<file path="config.mk">
export PLATFORM = sky130hd
export DESIGN_NAME = pe_ctrl_sequencer
export DESIGN_NICKNAME = d
export VERILOG_FILES = /design/src/rtl/pe_ctrl_pkg.sv /design/src/rtl/pe_ctrl_sequencer_delay.sv /design/src/rtl/pe_ctrl_sequencer.sv
export SDC_FILE = /design/constraint.sdc
export NUM_CORES = 1
export LEC_CHECK = 0
export ABC_CLOCK_PERIOD_IN_PS = 2900
export BUFFER_PORTS_ARGS = -buffer_cell sky130_fd_sc_hd__buf_2
export CAP_MARGIN = 20
export CORE_UTILIZATION = 51
export DETAILED_ROUTE_END_ITERATION = 8
export PLACE_DENSITY = 0.75
export SLEW_MARGIN = 15
export SYNTH_ARGS = -nofsm -noshare
export SYNTH_HDL_FRONTEND = slang
export SYNTH_SLANG_ARGS = --single-unit
export TNS_END_PERCENT = 100
</file>
<file path="constraint.sdc">
create_clock -name clk -period 2.9 [get_ports clk]
set_input_delay 0.145 -clock clk [delete_from_list [all_inputs] [get_ports clk]]
set_output_delay 0.145 -clock clk [all_outputs]
set_load 0.05 [all_outputs]
</file>
<file path="src/rtl/pe_ctrl_pkg.sv">
// Shared definitions for the PE control sequencer: FSM states, ctrl word
// field sizes, src_2 select values and MACC op codes.
package pe_ctrl_pkg;

   typedef enum logic [2:0] {
      ST_IDLE,
      ST_COMPUTE,
      ST_DRAIN,
      ST_FLUSH,
      ST_FLUSH_DRAIN,
      ST_DONE
   } state_e;

   // Single-bit flags between op_code and the address fields:
   // {flush, write_valid, write_req, read_req, enable}
   localparam int unsigned CTRL_FLAG_BITS = 5;
   // {norm_push, norm_pop} at the top of the word
   localparam int unsigned CTRL_NORM_BITS = 2;
   localparam logic [1:0]  NORM_IDLE      = 2'b00;

   localparam logic SRC_2_BIAS = 1'b1;
   localparam logic SRC_2_BUF  = 1'b0;

   localparam logic [2:0] OP_NOP       = 3'd0;
   localparam logic [2:0] OP_MACC      = 3'd1;
   localparam logic [2:0] OP_MACC_RELU = 3'd2;

   function automatic int unsigned ctrl_bits(input int unsigned addr_w,
                                             input int unsigned op_w);
      return CTRL_NORM_BITS + 2 * addr_w + CTRL_FLAG_BITS + op_w;
   endfunction

endpackage

</file>
<file path="src/rtl/pe_ctrl_sequencer_delay.sv">
// Fixed-depth register delay line with asynchronous clear; advances every cycle.
module pe_ctrl_sequencer_delay #(
   parameter int unsigned WIDTH = 1,
   parameter int unsigned DEPTH = 1
) (
   input  logic             clk,
   input  logic             reset,
   input  logic [WIDTH-1:0] din,
   output logic [WIDTH-1:0] dout
);

   logic [WIDTH-1:0] stage_q [DEPTH];
   logic [WIDTH-1:0] stage_d [DEPTH];

   // Next value of each stage: input into stage 0, then shift by one.
   always_comb begin
      stage_d[0] = din;
      for (int unsigned i = 1; i < DEPTH; i++) begin
         stage_d[i] = stage_q[i-1];
      end
   end

   // Stage registers, cleared on reset.
   always_ff @(posedge clk or posedge reset) begin
      if (reset) begin
         for (int unsigned i = 0; i < DEPTH; i++) begin
            stage_q[i] <= '0;
         end
      end else begin
         for (int unsigned i = 0; i < DEPTH; i++) begin
            stage_q[i] <= stage_d[i];
         end
      end
   end

   assign dout = stage_q[DEPTH-1];

endmodule

</file>
<file path="src/rtl/pe_ctrl_sequencer.sv">
// Layer-level controller for a PE array: accumulate passes, drain, flush
// pass, flush drain, one-cycle done. All outputs are registered.
module pe_ctrl_sequencer
   import pe_ctrl_pkg::*;
#(
   parameter int PE_BUF_ADDR_WIDTH = 10,
   parameter int OP_CODE_WIDTH     = 3,
   parameter int CNT_WIDTH         = 12,
   parameter int MACC_LAT          = 3,
   parameter int FLUSH_LAT         = 3,
   parameter int CTRL_WIDTH        = 10 + 2 * PE_BUF_ADDR_WIDTH
) (
   input  logic                         clk,
   input  logic                         reset,
   input  logic                         start,
   input  logic [PE_BUF_ADDR_WIDTH-1:0] cfg_num_out,
   input  logic [CNT_WIDTH-1:0]         cfg_num_acc,
   input  logic [OP_CODE_WIDTH-1:0]     cfg_op_code,
   input  logic                         stall,
   output logic [CTRL_WIDTH-1:0]        ctrl,
   output logic                         src_2_sel,
   output logic                         busy,
   output logic                         done
);

   localparam int AW       = PE_BUF_ADDR_WIDTH;
   localparam int LAT_MAX  = (MACC_LAT > FLUSH_LAT) ? MACC_LAT : FLUSH_LAT;
   localparam int LAT_W    = $clog2(LAT_MAX + 1);
   localparam int CTRL_BITS = ctrl_bits(PE_BUF_ADDR_WIDTH, OP_CODE_WIDTH);

   state_e                 state_q, state_d;
   logic [AW-1:0]          addr_q, addr_d;
   logic [CNT_WIDTH-1:0]   pass_q, pass_d;
   logic [LAT_W-1:0]       lat_q, lat_d;
   logic [AW-1:0]          num_out_q, num_out_d;
   logic [CNT_WIDTH-1:0]   num_acc_q, num_acc_d;
   logic [OP_CODE_WIDTH-1:0] op_cfg_q, op_cfg_d;

   logic                   enable_q, enable_d;
   logic                   read_req_q, read_req_d;
   logic                   flush_q, flush_d;
   logic [AW-1:0]          rd_addr_q, rd_addr_d;
   logic [OP_CODE_WIDTH-1:0] op_code_q, op_code_d;
   logic                   src_2_sel_q, src_2_sel_d;
   logic                   busy_q, busy_d;
   logic                   done_q, done_d;

   logic [AW:0]            wb_din, wb_dout;
   logic                   write_req, write_valid;
   logic [AW-1:0]          wr_addr;
   logic [CTRL_BITS-1:0]   ctrl_packed;

   // Next-state, counter and issue decisions for the following cycle.
   always_comb begin
      state_d     = state_q;
      addr_d      = addr_q;
      pass_d      = pass_q;
      lat_d       = lat_q;
      num_out_d   = num_out_q;
      num_acc_d   = num_acc_q;
      op_cfg_d    = op_cfg_q;
      enable_d    = 1'b0;
      read_req_d  = 1'b0;
      flush_d     = 1'b0;
      rd_addr_d   = '0;
      op_code_d   = OP_CODE_WIDTH'(OP_NOP);
      src_2_sel_d = SRC_2_BUF;
      done_d      = 1'b0;
      unique case (state_q)
         ST_IDLE: begin
            if (start) begin
               state_d   = ST_COMPUTE;
               num_out_d = cfg_num_out;
               num_acc_d = cfg_num_acc;
               op_cfg_d  = cfg_op_code;
               addr_d    = '0;
               pass_d    = '0;
            end
         end
         ST_COMPUTE: begin
            if (!stall) begin
               enable_d    = 1'b1;
               read_req_d  = 1'b1;
               rd_addr_d   = addr_q;
               op_code_d   = op_cfg_q;
               src_2_sel_d = (pass_q == '0) ? SRC_2_BIAS : SRC_2_BUF;
               if (addr_q == num_out_q) begin
                  addr_d = '0;
                  if (pass_q == num_acc_q) begin
                     state_d = ST_DRAIN;
                     lat_d   = '0;
                  end else begin
                     pass_d = pass_q + 1'b1;
                  end
               end else begin
                  addr_d = addr_q + 1'b1;
               end
            end
         end
         ST_DRAIN: begin
            if (lat_q == LAT_W'(MACC_LAT - 1)) begin
               state_d = ST_FLUSH;
            end else begin
               lat_d = lat_q + 1'b1;
            end
         end
         ST_FLUSH: begin
            if (!stall) begin
               read_req_d = 1'b1;
               flush_d    = 1'b1;
               rd_addr_d  = addr_q;
               if (addr_q == num_out_q) begin
                  state_d = ST_FLUSH_DRAIN;
                  addr_d  = '0;
                  lat_d   = '0;
               end else begin
                  addr_d = addr_q + 1'b1;
               end
            end
         end
         ST_FLUSH_DRAIN: begin
            // Counts one past FLUSH_LAT so done lands the cycle after the
            // last write_valid rather than alongside it.
            if (lat_q == LAT_W'(FLUSH_LAT)) begin
               state_d = ST_DONE;
               done_d  = 1'b1;
            end else begin
               lat_d = lat_q + 1'b1;
            end
         end
         ST_DONE: begin
            state_d = ST_IDLE;
         end
         default: begin
            state_d = ST_IDLE;
         end
      endcase
      busy_d = (state_d != ST_IDLE);
   end

   // FSM, counters, latched config and registered outputs.
   always_ff @(posedge clk or posedge reset) begin
      if (reset) begin
         state_q     <= ST_IDLE;
         addr_q      <= '0;
         pass_q      <= '0;
         lat_q       <= '0;
         num_out_q   <= '0;
         num_acc_q   <= '0;
         op_cfg_q    <= '0;
         enable_q    <= 1'b0;
         read_req_q  <= 1'b0;
         flush_q     <= 1'b0;
         rd_addr_q   <= '0;
         op_code_q   <= '0;
         src_2_sel_q <= 1'b0;
         busy_q      <= 1'b0;
         done_q      <= 1'b0;
      end else begin
         state_q     <= state_d;
         addr_q      <= addr_d;
         pass_q      <= pass_d;
         lat_q       <= lat_d;
         num_out_q   <= num_out_d;
         num_acc_q   <= num_acc_d;
         op_cfg_q    <= op_cfg_d;
         enable_q    <= enable_d;
         read_req_q  <= read_req_d;
         flush_q     <= flush_d;
         rd_addr_q   <= rd_addr_d;
         op_code_q   <= op_code_d;
         src_2_sel_q <= src_2_sel_d;
         busy_q      <= busy_d;
         done_q      <= done_d;
      end
   end

   // Write-back line carries only compute issues; address zeroed on bubbles.
   always_comb begin
      wb_din = {enable_q, (enable_q ? rd_addr_q : {AW{1'b0}})};
   end

   pe_ctrl_sequencer_delay #(
      .WIDTH (AW + 1),
      .DEPTH (MACC_LAT)
   ) u_wb_line (
      .clk   (clk),
      .reset (reset),
      .din   (wb_din),
      .dout  (wb_dout)
   );

   pe_ctrl_sequencer_delay #(
      .WIDTH (1),
      .DEPTH (FLUSH_LAT)
   ) u_wv_line (
      .clk   (clk),
      .reset (reset),
      .din   (flush_q),
      .dout  (write_valid)
   );

   always_comb begin
      write_req   = wb_dout[AW];
      wr_addr     = wb_dout[AW-1:0];
      ctrl_packed = {NORM_IDLE, rd_addr_q, wr_addr, flush_q, write_valid,
                     write_req, read_req_q, enable_q, op_code_q};
   end

   assign ctrl      = CTRL_WIDTH'(ctrl_packed);
   assign src_2_sel = src_2_sel_q;
   assign busy      = busy_q;
   assign done      = done_q;

endmodule

</file>
# After elaboration in Yosys (flattened, before gate mapping)
# Cells that the tools add are included.
# Widths: inputs -> output; s select.
[totals]
ff_bits = 107
input_bits = 29
out_inout_bits = 33
elab_cells = 93
[op_classes]
addsub = 3
eq_ne = 18
muxes = 40
n_reduce_logical = 11
[ops]
columns = ["op", "n"]
rows = [
  ["$mux 10", 6],
  ["$mux 12", 4],
  ["$mux 3", 10],
  ["$pmux 12 s2", 1],
  ["$ne 2x2->1 const B", 10],
  ["$pmux 10 s2", 1],
  ["$pmux 3 s5", 1],
  ["$mux 2", 7],
  ["$add 12x1->12 const B", 1],
  ["$eq 12x12->1", 1],
  ["$logic_not 12->1", 1],
  ["$add 10x1->10 const B", 1],
  ["$eq 10x10->1", 1],
  ["$mux 1", 9],
  ["$pmux 2 s4", 1],
  ["$reduce_and 8->1", 1],
  ["$eq 3x2->1 const B", 2],
  ["$reduce_and 5->1", 1],
  ["$eq 2x2->1 const B", 2],
  ["$reduce_bool 2->1", 2],
  ["$reduce_bool 4->1", 1],
  ["$eq 3x1->1 const B", 1],
  ["$eq 3x3->1 const B", 1],
  ["$logic_not 3->1", 1],
  ["other kinds (5)", 5],
]

# Longest topological paths before layout
[depth]
ltp_word = 6
ltp_mapped = 8
depth_no_buf = 7

# By module
# A second synthesis with hierarchy kept.
[hier_totals]
cells_unflattened = 403
area_unflattened_um2 = 4365.4
[modules_own_cells]
columns = ["module", "n_inst", "cells_each", "area_per_inst_um2", "seq_area_each_um2"]
rows = [
  ["pe_ctrl_sequencer", 1, 365, 3457.1, 1776.7],
  ["pe_ctrl_sequencer_delay at u_wb_line", 1, 34, 829.5, 825.8],
  ["pe_ctrl_sequencer_delay at u_wv_line", 1, 4, 78.8, 75.1],
]

# Worst setup path before layout
# OpenSTA, ideal clock, no wires.
[synth_timing]
path_kind = "register to register"
startpoint = "register addr_q[0]"
endpoint = "register busy_q, in the netlist busy"
setup_ns = 0.139
t_arrival_ns = 1.997
required_ns = 2.761
path_slack_ns = 0.765
path_stages_with_launch = 7
n_path_buf = 0
period_less_slack_ns = 2.135
path_cell_list = "dfrtp_1 xnor2_1 nand4_1 or4_4 a31oi_4 and2_4 or4b_1"
[synth_between]
elab_chain_len = 5
word_cells_on_any_way = 7
cone_classes = "1 x eq/ne; 5 x mux; 1 x reduce/logical"
[synth_lines]
columns = ["element", "line_no", "source"]
rows = [
  ["start: declaration", "pe_ctrl_sequencer.sv:32", "logic [AW-1:0] addr_q, addr_d;"],
  ["start signal: assignment", "pe_ctrl_sequencer.sv:161", "addr_q <= addr_d;"],
  ["$eq 10x10->1 *", "pe_ctrl_sequencer.sv:87, pe_ctrl_sequencer.sv:112", ""],
  ["$mux 3 (on tied branches)", "pe_ctrl_sequencer.sv:112, pe_ctrl_sequencer.sv:87", ""],
  ["$mux 3 (on tied branches)", "pe_ctrl_sequencer.sv:108, pe_ctrl_sequencer.sv:81", ""],
  ["$pmux 3 s5 *", "pe_ctrl_sequencer.sv:69", "unique case (state_q)"],
  ["$reduce_bool 3->1 *", "pe_ctrl_sequencer.sv:138", "busy_d = (state_d != ST_IDLE);"],
  ["net busy_d", "pe_ctrl_sequencer.sv:45", "logic busy_q, busy_d;"],
  ["end signal: assignment", "pe_ctrl_sequencer.sv:173", "busy_q <= busy_d;"],
  ["end: declaration", "pe_ctrl_sequencer.sv:45", ""],
]
# Mark *: on every way through the listed nets, which the timed path passes. The rest lies on a longest branch.
# A chain may end at the register's enable or synchronous reset.

# Final worst setup path
# Ends and elaborated chain as after synthesis.

==> results.json <==
{
  "slew_headroom_pct": 47.9,
  "fin_skew_ps": 15.6,
  "synth_top_area_cell": "dfrtp_1",
  "ant_nets": 0,
  "synth-seq-cells": 107,
  "clock_path_buffers": 2,
  "reg2reg_slack_ps": 560,
  "core_um2": 8220,
  "p_leak_nw": 2.63,
  "drv_slew": 0,
  "syn_area_um2": 4320,
  "first_pass_iters": 4,
  "worst-path-max-fanout": 6,
  "synthTopCellsByArea": "dfrtp_1 (62%), nand2_1 (8.2%), and2_1 (3.6%)",
  "finalInstanceArea_um2": 5170,
  "fin_ws_ps": 557,
  "powerDensity_nw_per_um2": 605,
  "setup_viol": 0,
  "dieArea_um2": 8830,
  "irDropWorstVdd_uv": 255,
  "synthFlopType": "dfrtp_1",
  "timing.setup.tns_ps": 0,
  "final-hold-violation-count": 0,
  "cts_tree": "done",
  "grt_first_pass_wirelength_um": 13400,
  "yosys_warnings": 0,
  "cts_sinks": 107,
  "fillers": 663,
  "crit_path_end_kind": "register",
  "ys_types": 43,
  "timing.final.crit_share_pct": 80.8,
  "drc_errors": 0,
  "io_pins": 62,
  "path_cells": "xnor2_1 -> nand4_1 -> or4_4 -> a31oi_4 -> and2_4 -> or4b_1",
  "dp_slack_ps": 583,
  "max_clock_freq_ghz": 0.427,
  "place_congestion": 0.873,
  "status": "complete, no violations",
  "fp.dieW_um": 94.0,
  "worst_pin_slew_ps": 780,
  "synth_cells": 403,
  "grt.total_usage_pct": 20.0,
  "grt_max_degree": 73,
  "die_h_um": 94.0,
  "fin_crit_ps": 2340,
  "cts_resized": 0,
  "clk_pin_slew_ps": 100,
  "port_buffers": 59,
  "clk_latency_ps": 370,
  "viasPerCell": 5.05,
  "vias": 3017,
  "synth_edf_count": 0,
  "grt-ovfl-total": 0,
  "cts_root_buf": "clkbuf_8",
  "syn_avg_cell_area_um2": 10.7,
  "drt_iter0_drc": 106,
  "yosysSeqAreaShare_pct": 62.0,
  "path_class": "register to register",
  "cap_violations": 0,
  "antenna_found_initial": 0,
  "drive_gt1_share_pct": 17.8,
  "grt_pass1_vias": 2922,
  "wl_um": 8010,
  "wl_per_cell_um": 13.4,
  "placed_area_um2": 4710,
  "hold_class": "input pin to register",
  "rsz0062_at_grt": "false",
  "crit_slowest_cell": "or4_4",
  "start_util_pct": 52.5,
  "cts_buffers": 9,
  "max_stage_delay_ps": 560,
  "async_flop_share_pct": 100,
  "htree_levels": 3,
  "nNetsFinal": 522,
  "hpwl_um": 5480,
  "start_kind": "register",
  "arrival_ps": 2570,
  "rows": 33,
  "area_growth_pct": 19.7,
  "insertedDiodeCount": 0,
  "netlist.area_leader.share_pct": 62.0,
  "critPathRequiredTime_ps": 3130
}
final timing paths:
| path | startpoint | to | depth (start not counted) |
|---|---|---|---|
| setup reg to reg | addr_q[0] | busy | 6 |
| setup / recovery | addr_q[0] | busy | 6 |
| hold reg to reg | u_wb_line.stage_d[21] | u_wb_line.stage_d[10] | 0 |
| max in group asynchronous | reset | addr_q[6] | 4 |
| hold / removal | stall | enable_q | 2 |
| min in group asynchronous | reset | src_2_sel | 3 |
cell families (layout without fill, tap and decap cells):
family / Yosys count / count (layout) / share of synthesized area, %
multiplexers: 1 / 1 / 0.232
flip-flops: 107 / 107 / 62.0
XOR/XNOR: 27 / 27 / 5.48
AO/OA/AOI/OAI: 47 / 47 / 6.58
other: 1 / 2 / 0.0869
adder cells (fa/ha/maj): 5 / 5 / 1.45
buffers and inverters: 26 / 115 / 2.84
AND/OR/NAND/NOR: 189 / 189 / 21.3
per-layer routing:
| layer | vias up | routed length [um] | GRT usage (%) | share of wire, % |
|---|---|---|---|---|
| li1 | 1501 | - | - | - |
| met5 | - | 0 | 0 | 0 |
| met1 | 1425 | 3840 | 26.9 | 48 |
| met2 | 74 | 3710 | 31.6 | 46 |
| met4 | 0 | 176 | 9.49 | 2.2 |
| met3 | 17 | 285 | 3.24 | 3.6 |
layout make-up:
cell class                      instances  area (um2)  share of cell area [%]
Clock buffer                            9         124                    2.40
Inverter                                8        33.8                   0.654
Multi-Input combinational cell        271        1520                    29.4
Timing Repair Buffer                   91         613                    11.9
Sequential cell                       107        2680                    51.8
Clock inverter                          7        67.6                    1.31
Tap cell                              105         131                    2.54
layout by cell type (no fill, tap or decap), drive strengths merged, types with 2 or more instances in the layout:
cell	synthesis	routed
a21oi	11	11
a31oi	3	3
and2	26	26
and3	8	8
buf	8	65
clkbuf	10	9
clkinv	1	3
clkinvlp	0	2
conb	1	2
dfrtp	107	107
dlygate4sd3	0	26
ha	5	5
inv	7	10
nand2	94	94
nand2b	5	5
nand3	10	10
nand4	4	4
nor2	11	11
nor3	6	6
nor4	6	6
o211ai	2	2
o21ai	23	23
or2	3	3
or3	9	9
or4	2	2
xnor2	12	12
xor2	15	15
power by group:
group / switching [mW] / internal (mW)
registers: 0.122 / 1.63
logic: 0.320 / 0.197
clock network: 0.528 / 0.333
total: 0.970 / 2.16
flip-flops by register name, summed over array words and instances, names as in the netlist, 10 cells and up:
name               count
num_acc_q             12
u_wb_line.stage_d     22
num_out_q             10
addr_q                10
u_wb_line.dout        11
rd_addr_q             10
pass_q                12
cell usage after synthesis (2+ instances only):
cell type	instances
or2_2	3
nor2_1	11
or3_1	9
nor3_1	6
o21ai_0	23
clkbuf_1	10
inv_1	7
and2_1	25
dfrtp_1	107
and3_1	8
nand2b_1	5
nand4_1	4
xor2_1	15
nand2_1	94
a31oi_1	2
nor4_1	6
xnor2_1	12
nand3_1	10
ha_1	5
o211ai_1	2
buf_2	2
a21oi_1	11
buf_4	6
through the flow:
stage	hold WS (ps)	power (mW)	std cells	utilization, %
after floorplan	245	2.13	404	-
after global placement	332	2.26	556	57.4
after detailed placement	330	2.27	556	57.4
after CTS	75.9	3.16	598	62.9
after global routing	85.9	3.29	598	62.9
final	85.6	3.13	598	62.9
critical path: cells and delay by family, from the launching register on:
| kind | cells | cell delay (ps) |
|---|---|---|
| and+or+nand+nor | 4 | 1360 |
| DFF | 1 | 460 |
| AOI/OAI and AO/OA | 1 | 220 |
| xor gates and xnor gates | 1 | 180 |
repair_timing:
action	CTS	global route
endpoints found under the hold margin	60	0
buffers inserted	0	0
hold buffers	26	0
Power figures use the tool's default switching activity.
